<file path="config.mk">
export PLATFORM = sky130hd
export DESIGN_NAME = game_ctrl
export DESIGN_NICKNAME = d
export VERILOG_FILES = /design/src/rtl/game_pkg.sv /design/src/rtl/game_ctrl_frame_timer.sv /design/src/rtl/game_ctrl.sv
export SDC_FILE = /design/constraint.sdc
export NUM_CORES = 1
export LEC_CHECK = 0
export CORE_MARGIN = 10
export CORE_UTILIZATION = 52
export CTS_CLUSTER_SIZE = 25
export DETAILED_ROUTE_END_ITERATION = 8
export PLACE_DENSITY = 0.78
export SYNTH_ARGS = -nofsm -noshare
export SYNTH_HDL_FRONTEND = slang
export SYNTH_SLANG_ARGS = --single-unit
</file>
<file path="constraint.sdc">
create_clock -name clk -period 2.45 [get_ports clk]
set_clock_uncertainty 0.2 [all_clocks]
set_input_delay 0.245 -clock clk [delete_from_list [all_inputs] [get_ports clk]]
set_output_delay 0.245 -clock clk [all_outputs]
set_load 0.01 [all_outputs]
</file>
<file path="src/rtl/game_pkg.sv">
// Shared types and default constants for the frogger game sequencer.
package game_pkg;

    typedef enum logic [2:0] {
        IDLE      = 3'd0,
        PLAY      = 3'd1,
        DEATH     = 3'd2,
        LEVEL_UP  = 3'd3,
        GAME_OVER = 3'd4
    } game_state_t;

    localparam int unsigned DEF_START_LIVES  = 3;
    localparam int unsigned DEF_DEATH_FRAMES = 60;
    localparam int unsigned DEF_WIN_FRAMES   = 90;
    localparam int unsigned DEF_MAX_LEVEL    = 7;
    localparam int unsigned DEF_SCORE_W      = 8;

    // Bits needed to hold counts 0..n-1 (at least one bit).
    function automatic int unsigned cnt_width(input int unsigned n);
        return (n > 1) ? $clog2(n) : 1;
    endfunction

endpackage

</file>
<file path="src/rtl/game_ctrl_frame_timer.sv">
// Frame counter shared by the DEATH and LEVEL_UP waits; done fires on the
// frame_tick that reaches the selected last count.
module frame_timer
    import game_pkg::*;
#(
    parameter int unsigned MAX_TERM = DEF_WIN_FRAMES
) (
    input  logic                             clk_i,
    input  logic                             reset_i,
    input  logic                             clear_i,
    input  logic                             frame_tick_i,
    input  logic [cnt_width(MAX_TERM)-1:0]   last_i,
    output logic                             done_o
);

    localparam int unsigned CW = cnt_width(MAX_TERM);

    logic [CW-1:0] count_q, count_d;

    always_comb begin
        count_d = count_q;
        done_o  = 1'b0;
        if (clear_i) begin
            count_d = '0;
        end else if (frame_tick_i) begin
            if (count_q == last_i) begin
                done_o  = 1'b1;
                count_d = '0;
            end else begin
                count_d = count_q + CW'(1);
            end
        end
    end

    always_ff @(posedge clk_i) begin
        if (reset_i) begin
            count_q <= '0;
        end else begin
            count_q <= count_d;
        end
    end

endmodule

</file>
<file path="src/rtl/game_ctrl.sv">
// Round/lives/level sequencer: turns collision, goal and frame events into
// round resets, movement freeze, difficulty level, score and audio strobes.
module game_ctrl
    import game_pkg::*;
#(
    parameter int unsigned START_LIVES  = DEF_START_LIVES,
    parameter int unsigned DEATH_FRAMES = DEF_DEATH_FRAMES,
    parameter int unsigned WIN_FRAMES   = DEF_WIN_FRAMES,
    parameter int unsigned MAX_LEVEL    = DEF_MAX_LEVEL,
    parameter int unsigned SCORE_W      = DEF_SCORE_W
) (
    input  logic               clk,
    input  logic               reset,
    input  logic               frame_tick,
    input  logic               start_btn,
    input  logic               collision,
    input  logic               reached_end,
    output logic [2:0]         game_state,
    output logic               round_reset,
    output logic               freeze,
    output logic [2:0]         lives,
    output logic [2:0]         level,
    output logic [SCORE_W-1:0] score,
    output logic               win_strobe,
    output logic               lose_strobe
);

    localparam int unsigned FRAME_MAX = (DEATH_FRAMES > WIN_FRAMES) ? DEATH_FRAMES : WIN_FRAMES;
    localparam int unsigned FCW       = cnt_width(FRAME_MAX);

    game_state_t        state_q;
    logic               round_reset_q;
    logic               freeze_q;
    logic               win_q;
    logic               lose_q;
    logic [2:0]         lives_q;
    logic [2:0]         level_q, level_d;
    logic [SCORE_W-1:0] score_q, score_d;
    logic [SCORE_W:0]   score_sum;
    logic [2:0]         start_sync_q;
    logic               start_evt_q;
    logic               timer_clear;
    logic               timer_done;
    logic [FCW-1:0]     timer_last;

    // Two synchronizer stages, one history stage, then a registered edge.
    always_ff @(posedge clk) begin
        if (reset) begin
            start_sync_q <= '0;
            start_evt_q  <= 1'b0;
        end else begin
            start_sync_q <= {start_sync_q[1:0], start_btn};
            start_evt_q  <= start_sync_q[1] & ~start_sync_q[2];
        end
    end

    always_comb begin
        score_sum = {1'b0, score_q} + (SCORE_W+1)'(level_q) + (SCORE_W+1)'(1);
        score_d   = score_sum[SCORE_W] ? '1 : score_sum[SCORE_W-1:0];
        level_d   = (level_q >= 3'(MAX_LEVEL)) ? 3'(MAX_LEVEL) : level_q + 3'd1;
    end

    // Counter is held at zero outside the two waiting states, so entry always starts from 0.
    assign timer_clear = (state_q != DEATH) && (state_q != LEVEL_UP);
    assign timer_last  = (state_q == DEATH) ? FCW'(DEATH_FRAMES - 1) : FCW'(WIN_FRAMES - 1);

    frame_timer #(
        .MAX_TERM (FRAME_MAX)
    ) u_frame_timer (
        .clk_i        (clk),
        .reset_i      (reset),
        .clear_i      (timer_clear),
        .frame_tick_i (frame_tick),
        .last_i       (timer_last),
        .done_o       (timer_done)
    );

    always_ff @(posedge clk) begin
        if (reset) begin
            state_q       <= IDLE;
            round_reset_q <= 1'b0;
            freeze_q      <= 1'b1;
            lives_q       <= 3'(START_LIVES);
            level_q       <= '0;
            score_q       <= '0;
            win_q         <= 1'b0;
            lose_q        <= 1'b0;
        end else begin
            round_reset_q <= 1'b0;
            win_q         <= 1'b0;
            lose_q        <= 1'b0;
            unique case (state_q)
                IDLE, GAME_OVER: begin
                    if (start_evt_q) begin
                        state_q       <= PLAY;
                        freeze_q      <= 1'b0;
                        round_reset_q <= 1'b1;
                        lives_q       <= 3'(START_LIVES);
                        level_q       <= '0;
                        score_q       <= '0;
                    end
                end
                PLAY: begin
                    if (collision) begin
                        state_q  <= DEATH;
                        freeze_q <= 1'b1;
                        lose_q   <= 1'b1;
                        if (lives_q != 3'd0) begin
                            lives_q <= lives_q - 3'd1;
                        end
                    end else if (reached_end) begin
                        state_q  <= LEVEL_UP;
                        freeze_q <= 1'b1;
                        win_q    <= 1'b1;
                        score_q  <= score_d;
                        level_q  <= level_d;
                    end
                end
                DEATH: begin
                    if (timer_done) begin
                        if (lives_q == 3'd0) begin
                            state_q <= GAME_OVER;
                        end else begin
                            state_q       <= PLAY;
                            freeze_q      <= 1'b0;
                            round_reset_q <= 1'b1;
                        end
                    end
                end
                LEVEL_UP: begin
                    if (timer_done) begin
                        state_q       <= PLAY;
                        freeze_q      <= 1'b0;
                        round_reset_q <= 1'b1;
                    end
                end
                default: begin
                    state_q  <= IDLE;
                    freeze_q <= 1'b1;
                end
            endcase
        end
    end

    assign game_state  = state_q;
    assign round_reset = round_reset_q;
    assign freeze      = freeze_q;
    assign lives       = lives_q;
    assign level       = level_q;
    assign score       = score_q;
    assign win_strobe  = win_q;
    assign lose_strobe = lose_q;

endmodule

</file>
# Yosys cells after proc, flatten, opt, wreduce, memory -nomap -nowiden
# Index checks and enable logic that the tools add are counted.
# word_totals
ff_bits	32
latchBits	0
mem_bits_rw	0
romBits	0
inputBits	6
wordCells	89
memories	0
# op_classes
add_sub_neg	5
mul	0
div	0
n_lt_le_gt_ge	1
n_eq_ne	16
n_shift	0
muxes	40
bitwise	3
reduce_logical	13
# op_table
cell	count
2-to-1 mux 3 bit	13
2-to-1 mux 8 bit	4
inequality test 2 bit, second input constant	8
case mux 8 bit (2 select lines)	1
2-to-1 mux 1 bit	15
2-to-1 mux 7 bit	2
case mux 3 bit (2 select lines)	2
case mux 3 bit (4 select lines)	1
AND reduction 4 bit	3
adder 8 x 3 -> 9 bit	1
adder 9 x 1 -> 9 bit, second input constant	1
adder 7 x 1 -> 7 bit, second input constant	1
== test 7 bit	1
== test 3 x 2 -> 1 bit, second input constant	2
zero test 3 bit	2
inequality test 3 x 2 -> 1 bit, second input constant	2
OR reduction 2 bit	3
AND reduction 5 bit	1
case mux 1 bit (4 select lines)	1
adder 3 x 1 -> 3 bit, second input constant	1
== test 3 x 1 -> 1 bit, second input constant	1
== test 3 bit, second input constant	1
greater-or-equal comparator 3 bit, second input constant	1
inequality test 3 bit, second input constant	1
other kinds (8)	9

# Longest topological paths before layout
# Gate-level depths: netlist (run 1).
# depth
depth_word	8
depth_mapped	8
depth_no_buf	8

# Modules after synthesis
# A second synthesis (run 1) with hierarchy kept.
# unflattened
cells_unflattened	198
hier_area_um2	1766.7
# by_module_without_submodules
module	instances	cells_per_inst	area_each_um2	seq_area_each_um2
game_ctrl	1	155	1355.0	500.5
frame_timer	1	43	411.6	140.1

# Worst setup path before layout (run 1)
# No wires, ideal clock.
# synth_timing
path_kind	register to register
from	register level_q[0], in the netlist level[0]
to	register score_q[0], in the netlist score[0]
arrival_ns	1.968
t_required_ns	2.179
slack_ns	0.212
path_stages_with_launch	9
path_buffers	0
synth_period_minus_slack_ns	2.238
cell_sequence	dfxtp_1 inv_1 ha_1 fa_1 nor2b_1 o211ai_1 or2_2 a21o_1 a21oi_1
# synth_between
elab_chain_len	6
# synth_rtl
element	line	text
start: declaration	game_ctrl.sv:37	logic [2:0] level_q, level_d;
start signal: assignment	game_ctrl.sv:116	level_q <= level_d;
adder 8 x 3 -> 9 bit	game_ctrl.sv:58	score_sum = {1'b0, score_q} + (SCORE_W+1)'(level_q) + (SCORE_W+1)'(1);
adder 9 x 1 -> 9 bit	game_ctrl.sv:58	
2-to-1 mux 8 bit	game_ctrl.sv:59	score_d = score_sum[SCORE_W] ? '1 : score_sum[SCORE_W-1:0];
2-to-1 mux 8 bit	game_ctrl.sv:111	end else if (reached_end) begin
2-to-1 mux 8 bit	game_ctrl.sv:104	if (collision) begin
case mux 8 bit (2 select lines)	game_ctrl.sv:92	unique case (state_q)
end signal: assignment	game_ctrl.sv:115	score_q <= score_d;
end: declaration	game_ctrl.sv:38	logic [SCORE_W-1:0] score_q, score_d;
# Every way passes these cells. The select of a mux whose other input is x is not followed.
# A chain may end at the register's enable or synchronous reset.

# Final worst setup path (run 1)
# Ends and elaborated chain as after synthesis.

==> results.yml, run 1 <==
status:
  outcome: "completed"
power_and_ir_drop:
  power.leakage_nw: 0.755
  ir_worst_vdd_mv: 0.379
  power.total_mw: 1.09
  power_density_nw_per_um2: 546
floorplan:
  dieHeight_um: 75.7
  die_area_sq_um: 5740
  io_pins: 27
  rows: 20
  core_area_sq_um: 3000
  start_util: 0.538
  die_x_um: 75.7
worst_setup_path:
  crit_slowest_cell: "fa_1"
  critPathCaptureType: "flip-flop"
  crit_path_max_fanout: 5
  crit_chain: "inv_1, ha_1, fa_1, nor2b_2, o211ai_1, or2_2, a21o_1, a21oi_1"
  worstPathRequired_ns: 2.52
  slowest_delay_ns: 0.43
  cp.arrival_ns: 2.38
  startpoint_type: "flip-flop"
  crit_type: "reg2reg"
global_routing:
  track_usage: 0.126
  grt_pass1_vias: 1276
  antenna_found_initial: 0
  grt_pass1_wl_mm: 5.53
  grt_max_degree: 16
  grt_overflow: 0
drt:
  dr.max_layer_used: "met4"
  routed-wl-met3_um: 205
  first_pass_iters: 4
  via_per_inst: 5.56
  drtIter0Drc: 117
  antenna_left: 0
  drc_errors: 0
  wl_per_cell_um: 14.0
  vias: 1423
  wl_met1_mm: 1.57
  wl_met2_mm: 1.74
  drt-total-wl_mm: 3.58
logic_synthesis:
  synth_xor_area_frac: 0.0488
  yosys-mux-area-fraction: 0.00620
  synthSimpleGateAreaFrac: 0.250
  synth_adder_area_share: 0.0744
  yosysWarnings: 0
  yosysSeqAreaShare: 0.397
  synth.distinct_cells: 42
  synth_top_family_by_area: "simple AND/OR/NAND/NOR gates"
  synth_area_per_cell_sq_um: 8.37
  syn_inst: 193
  ys_seq_elements: 32
  syn-cell-area_sq_um: 1620
  synth-compound-area-share: 0.188
  syn_nets: 208
sta:
  max_clock_freq_ghz: 0.434
  slew_violations: 0
  post-route-period-util: 0.941
  worstMarginPinSlew_ns: 0.488
  worst_slack_ns: 0.144
  min_period_ns: 2.31
  hold_viol_final: 0
  fin_hold_ws_ns: 0.187
  setup_viol: 0
  slew_headroom: 0.674
place:
  preCtsSetupSlack_ns: 0.132
  port_buffers: 26
  hpwl_mm: 2.76
  gp_congestion: 0.883
min_path:
  hold_path.class: "reg2reg"
layout:
  area_growth_pct: 23.0
  fillers: 255
  nets: 238
  mostFrequentLayoutCell: "dfxtp_1"
  final_core_util: 0.662
  most-common-layout-cells: "dfxtp_1 (32), nor2_1 (27), clkdlybuf4s50_1 (26)"
  final_layout_size_suffix_gt1_frac: 0.0717
  num_antenna_cells: 0
clocking:
  cts_made_buffers: 5
  htreeDepth: 2
  cts.sinks: 32
  cts_tree: "done"
  clk_latency_ns: 0.33
  root_buffer: "clkbuf_4"
  cts.clk_slew.worst_paths_ns: 0.09
  cts_setup_buffers: 0
  cts.path.max_buffers: 2
flow_run:
  maxCapViolCount: 0
power breakdown:
group | switching, mW | internal (mW) | leakage [nW]
sequential | 0.0288 | 0.542 | 0.259
clock | 0.170 | 0.163 | 0.0374
combinational | 0.0907 | 0.0916 | 0.458
kinds of logic after synthesis:
logic type,after synthesis
buf+inv,15
fa+ha+maj,9
mux,1
xor+xnor,9
flops,32
compound gates,49
simple gates,78
registers in the layout, indices dropped and copies added, names as in the netlist:
register	flops
score	8
u_frame_timer.count_q	7
game_state	3
level	3
lives	3
start_sync_q	3
freeze	1
lose_strobe	1
round_reset	1
start_evt_q	1
win_strobe	1
area by class of cell:
| class | count | area [sq um] | area share |
|---|---|---|---|
| repair buffers | 30 | 290 | 0.146 |
| multi-input cells | 146 | 920 | 0.463 |
| inverters | 8 | 30.0 | 0.0151 |
| flip-flops and latches | 32 | 641 | 0.322 |
| well taps | 33 | 41.3 | 0.0208 |
| clock buffers | 7 | 65.1 | 0.0327 |
through the flow:
stage	TNS [ns]	cells	cell area [sq um]
after floorplan	0	193	1620
after global placement	0	249	1920
after detailed placement	0	249	1920
after CTS	0	256	1980
after global routing	-0.0149	256	1990
final	0	256	1990
cell usage after synthesis:
cell type	n	area share
nand2b_1	7	0.027
o211a_1	2	0.012
ha_1	8	0.062
a31o_2	1	0.0054
xnor2_1	5	0.027
or4_1	1	0.0046
o22ai_1	2	0.0077
a22oi_1	1	0.0046
nand2b_4	1	0.0085
nand4bb_1	2	0.014
a21oi_1	14	0.043
buf_2	1	0.0031
or2_2	1	0.0039
nand3b_1	1	0.0046
fa_1	1	0.012
a21o_1	2	0.0093
nand2_1	12	0.028
dfxtp_1	32	0.40
nand4_1	3	0.012
o211ai_1	3	0.014
nor2b_1	7	0.027
o2bb2ai_1	1	0.0054
o21a_1	1	0.0046
or3_1	3	0.012
nor3_1	5	0.015
nand3_1	3	0.0093
a31oi_1	2	0.0077
nor2_1	27	0.063
o21ai_1	1	0.0031
nor4b_1	1	0.0054
and2b_1	1	0.0046
and2_1	1	0.0039
inv_1	8	0.019
o311ai_0	1	0.0054
a211oi_1	2	0.0093
o21ai_0	14	0.043
xor2_1	4	0.022
o31ai_1	1	0.0046
mux2i_1	1	0.0062
and3_1	2	0.0077
a211oi_2	1	0.0077
clkbuf_1	6	0.014
worst max-delay path, delay by kind of cell (launching register included):
kind	cells	cell delay, ns
compound gates	3	0.42
fa+ha+maj	2	0.65
buf+inv	1	0.07
flops	1	0.39
simple gates	2	0.51
path summary, 6_finish.rpt:
check | from | to | depth (start not counted) | slack, ns
worst max-delay path | level[0] | score[0] | 8 | 0.14
worst min register to register | start_sync_q[2] | start_evt_q | 1 | 0.19
worst max register to register | level[0] | score[0] | 8 | 0.14
worst min-delay path | start_sync_q[2] | start_evt_q | 1 | 0.19
layer usage:
metal / GRT usage / vias up
met1: 0.140 / 650
met3: 0.0547 / 8
met4: 0.0722 / 0
met2: 0.197 / 29
met5: 0 / -
li1: - / 736
timing repair:
action | 4_1_cts | 5_1_grt
gates resized for setup | 0 | 1
endpoints found under the setup margin | 0 | 2
hold buffers | 0 | 0
(Power assumes the default switching activity.)
==> run 2, diff against run 1 <==
CORE_UTILIZATION = 53   (was 52)
PLACE_DENSITY = 0.79   (was 0.78)
SYNTH_HIERARCHICAL = 1   (was default)
==> run 2 against run 1 <==
Effect of this change:
- flip-flop and latch count unchanged
- global-route usage increased by 1.1 points
- combinational power decreased by 13%
- power increased by 6.3%
- synthesized area increased by 9.4%
- register-to-register slack improved by 0.02 ns
- die area increased by 5.4%
- via count increased by 7.6%
==> results.yml, run 2 <==
status:
  outcome: "completed"
logic_synthesis:
  synth_top_area_cell: "dfxtp_1"
  synth_edf_count: 0
  syn_inst: 198
  syn-cell-area_sq_um: 1770
  synth_area_per_cell_sq_um: 8.92
  ys_seq_elements: 32
  synth_common_cells: "dfxtp_1 (32), nand2_1 (12), nor2_1 (12), o21ai_0 (12)"
  yosysWarnings: 6
  synth_top_area_share: 0.363
  yosys_most_used_dff: "dfxtp_1"
  synth.distinct_cells: 53
  yosysSeqAreaShare: 0.363
  synthTopCellsByArea: "dfxtp_1 (36%), ha_1 (5.7%), xnor2_1 (5.5%)"
  ys_async_sr_fraction: 0
  yosys.cell_count.top_type: "dfxtp_1"
worst_setup_path:
  crit_chain: "inv_1, ha_1, inv_1, fa_1, a21oi_1, nor3_1, inv_1, a311oi_1"
  cp.depth: 8
  critPathCaptureType: "flip-flop"
  crit_path_max_fanout: 5
  regToRegSetupSlack_ns: 0.17
  crit_type: "reg2reg"
  crit_top_cell: "inv_1"
  r2r_cells: 8
  startpoint_type: "flip-flop"
  r2r-start: "level[0]"
  r2r-end: "score[0]"
  crit_buf_inv: 3
  slowest_delay_ns: 0.48
  cp.arrival_ns: 2.33
  cp_top_family: "simple AND/OR/NAND/NOR gates"
  worstPathRequired_ns: 2.49
  crit_slowest_cell: "nor3_1"
layout:
  most-common-layout-cells: "dfxtp_1 (32), clkdlybuf4s50_1 (26), nor2_1 (12), nand2_1 (12), o21ai_0 (12)"
  largest_reg_flops: 8
  mostFrequentLayoutCell: "dfxtp_1"
  fillers: 260
  area_growth_pct: 23.9
  nets: 246
  final_layout_size_suffix_gt1_frac: 0.121
  num_antenna_cells: 0
  final_core_util: 0.700
place:
  port_buffers: 26
  hpwl_mm: 3.00
  gp_congestion: 0.859
drt:
  first_pass_iters: 4
  vias: 1531
  drc_errors: 0
  via_per_inst: 5.55
  drtIter0Drc: 102
  wl_per_cell_um: 14.4
  antenna_left: 0
  drt-total-wl_mm: 3.98
global_routing:
  antenna_found_initial: 0
  grt_pass1_vias: 1556
  grt_pass1_wl_mm: 6.91
  grt_overflow: 0
  track_usage: 0.137
  grt_max_degree: 18
clocking:
  htreeDepth: 2
  cts_setup_buffers: 0
  cts.clk_slew.worst_paths_ns: 0.10
  cts_made_buffers: 5
  clk_latency_ns: 0.33
  cts.sinks: 32
  cts_tree: "done"
  cts.path.max_buffers: 2
  root_buffer: "clkbuf_4"
sta:
  max_clock_freq_ghz: 0.438
  worstMarginPinSlew_ns: 0.536
  slew_violations: 0
  hold_viol_final: 0
  slew_headroom: 0.640
  post-route-period-util: 0.932
  setup_viol: 0
  rsz0062_at_grt: "false"
  min_period_ns: 2.28
  setup_tns_ns: 0
min_path:
  hp-start: "start_sync_q[2]"
  hold_path.class: "reg2reg"
  hold_depth: 1
  holdPathEnd: "start_evt_q"
power_and_ir_drop:
  switching_share: 0.237
  p_clk_frac: 0.392
  internal-power_mw: 0.881
  ir_worst_vdd_mv: 0.317
  power_density_nw_per_um2: 528
  seqPwrFrac: 0.471
  power.switching_mw: 0.273
  power.total_mw: 1.15
  power.leakage_nw: 0.831
  combPwrFrac: 0.138
floorplan:
  core_area_sq_um: 3130
  io_pins: 27
  dieHeight_um: 77.7
  die_x_um: 77.7
  die_area_sq_um: 6040
  rows: 20
  start_util: 0.565
flow_run:
  maxCapViolCount: 0
[run 2: power groups by stage]
| stage | clock [mW] | combinational, mW | sequential (mW) |
|---|---|---|---|
| after floorplan | 0 | 0.0909 | 0.563 |
| after global placement | 0 | 0.153 | 0.555 |
| after detailed placement | 0 | 0.157 | 0.556 |
| after CTS | 0.461 | 0.158 | 0.544 |
| after global routing | 0.488 | 0.175 | 0.546 |
| final | 0.452 | 0.159 | 0.543 |
[run 2: cell families after synthesis]
group	Yosys count	synth area share
and+or+nand+nor	70	0.239
AOI/OAI and AO/OA	48	0.181
DFF	32	0.363
buffers and inverters	19	0.0531
xor gates and xnor gates	15	0.0744
adders and majority gates	9	0.0680
muxes	3	0.0177
other	2	0.00425
[run 2: layer usage]
layer	track usage	up-vias	wire length, um
met5	0	-	0
met4	0.0566	0	35
met3	0.0588	5	289
met2	0.226	43	1920
met1	0.151	720	1730
li1	-	763	-
[run 2: worst max-delay path by stage]
stage | from | to | slack, ns
global placement | level[0] | score[0] | 0.28
detailed placement | game_state[2] | freeze | 0.08
global route | game_state[2] | freeze | 0.009
finish | level[0] | score[0] | 0.17
floorplan | game_state[2] | freeze | 0.14
CTS | game_state[2] | freeze | 0.05
[run 2: area by class of cell]
class                      instances  area (sq um)  share of cell area
tap                               44          55.1              0.0252
sequential                        32           641               0.293
clock buffer                       7          65.1              0.0297
clock inverter                     1          30.0              0.0137
multi-input combinational        149          1050               0.480
timing repair buffer              32           305               0.140
inverter                          11          41.3              0.0189
[run 2: per-stage QoR]
step	instances	instance area [sq um]	setup WS, ns	hold slack, ns
after floorplan	200	1770	0.136	0.167
after global placement	268	2080	0.277	0.173
after detailed placement	268	2080	0.0842	0.181
after CTS	276	2180	0.0502	0.192
after global routing	276	2190	0.00931	0.220
final	276	2190	0.166	0.191
[run 2: what timing repair did]
item                                    CTS  global route
hold buffers                              0             0
resized for setup                         0             2
endpoints found under the setup margin    0             4
[run 2: worst reg2reg max path, cell delays in order, from the launching register on]
cell,delay [ns]
dfxtp_1,0.42
inv_1,0.08
ha_1,0.23
inv_1,0.08
fa_1,0.24
a21oi_1,0.11
nor3_1,0.48
inv_1,0.08
a311oi_1,0.28
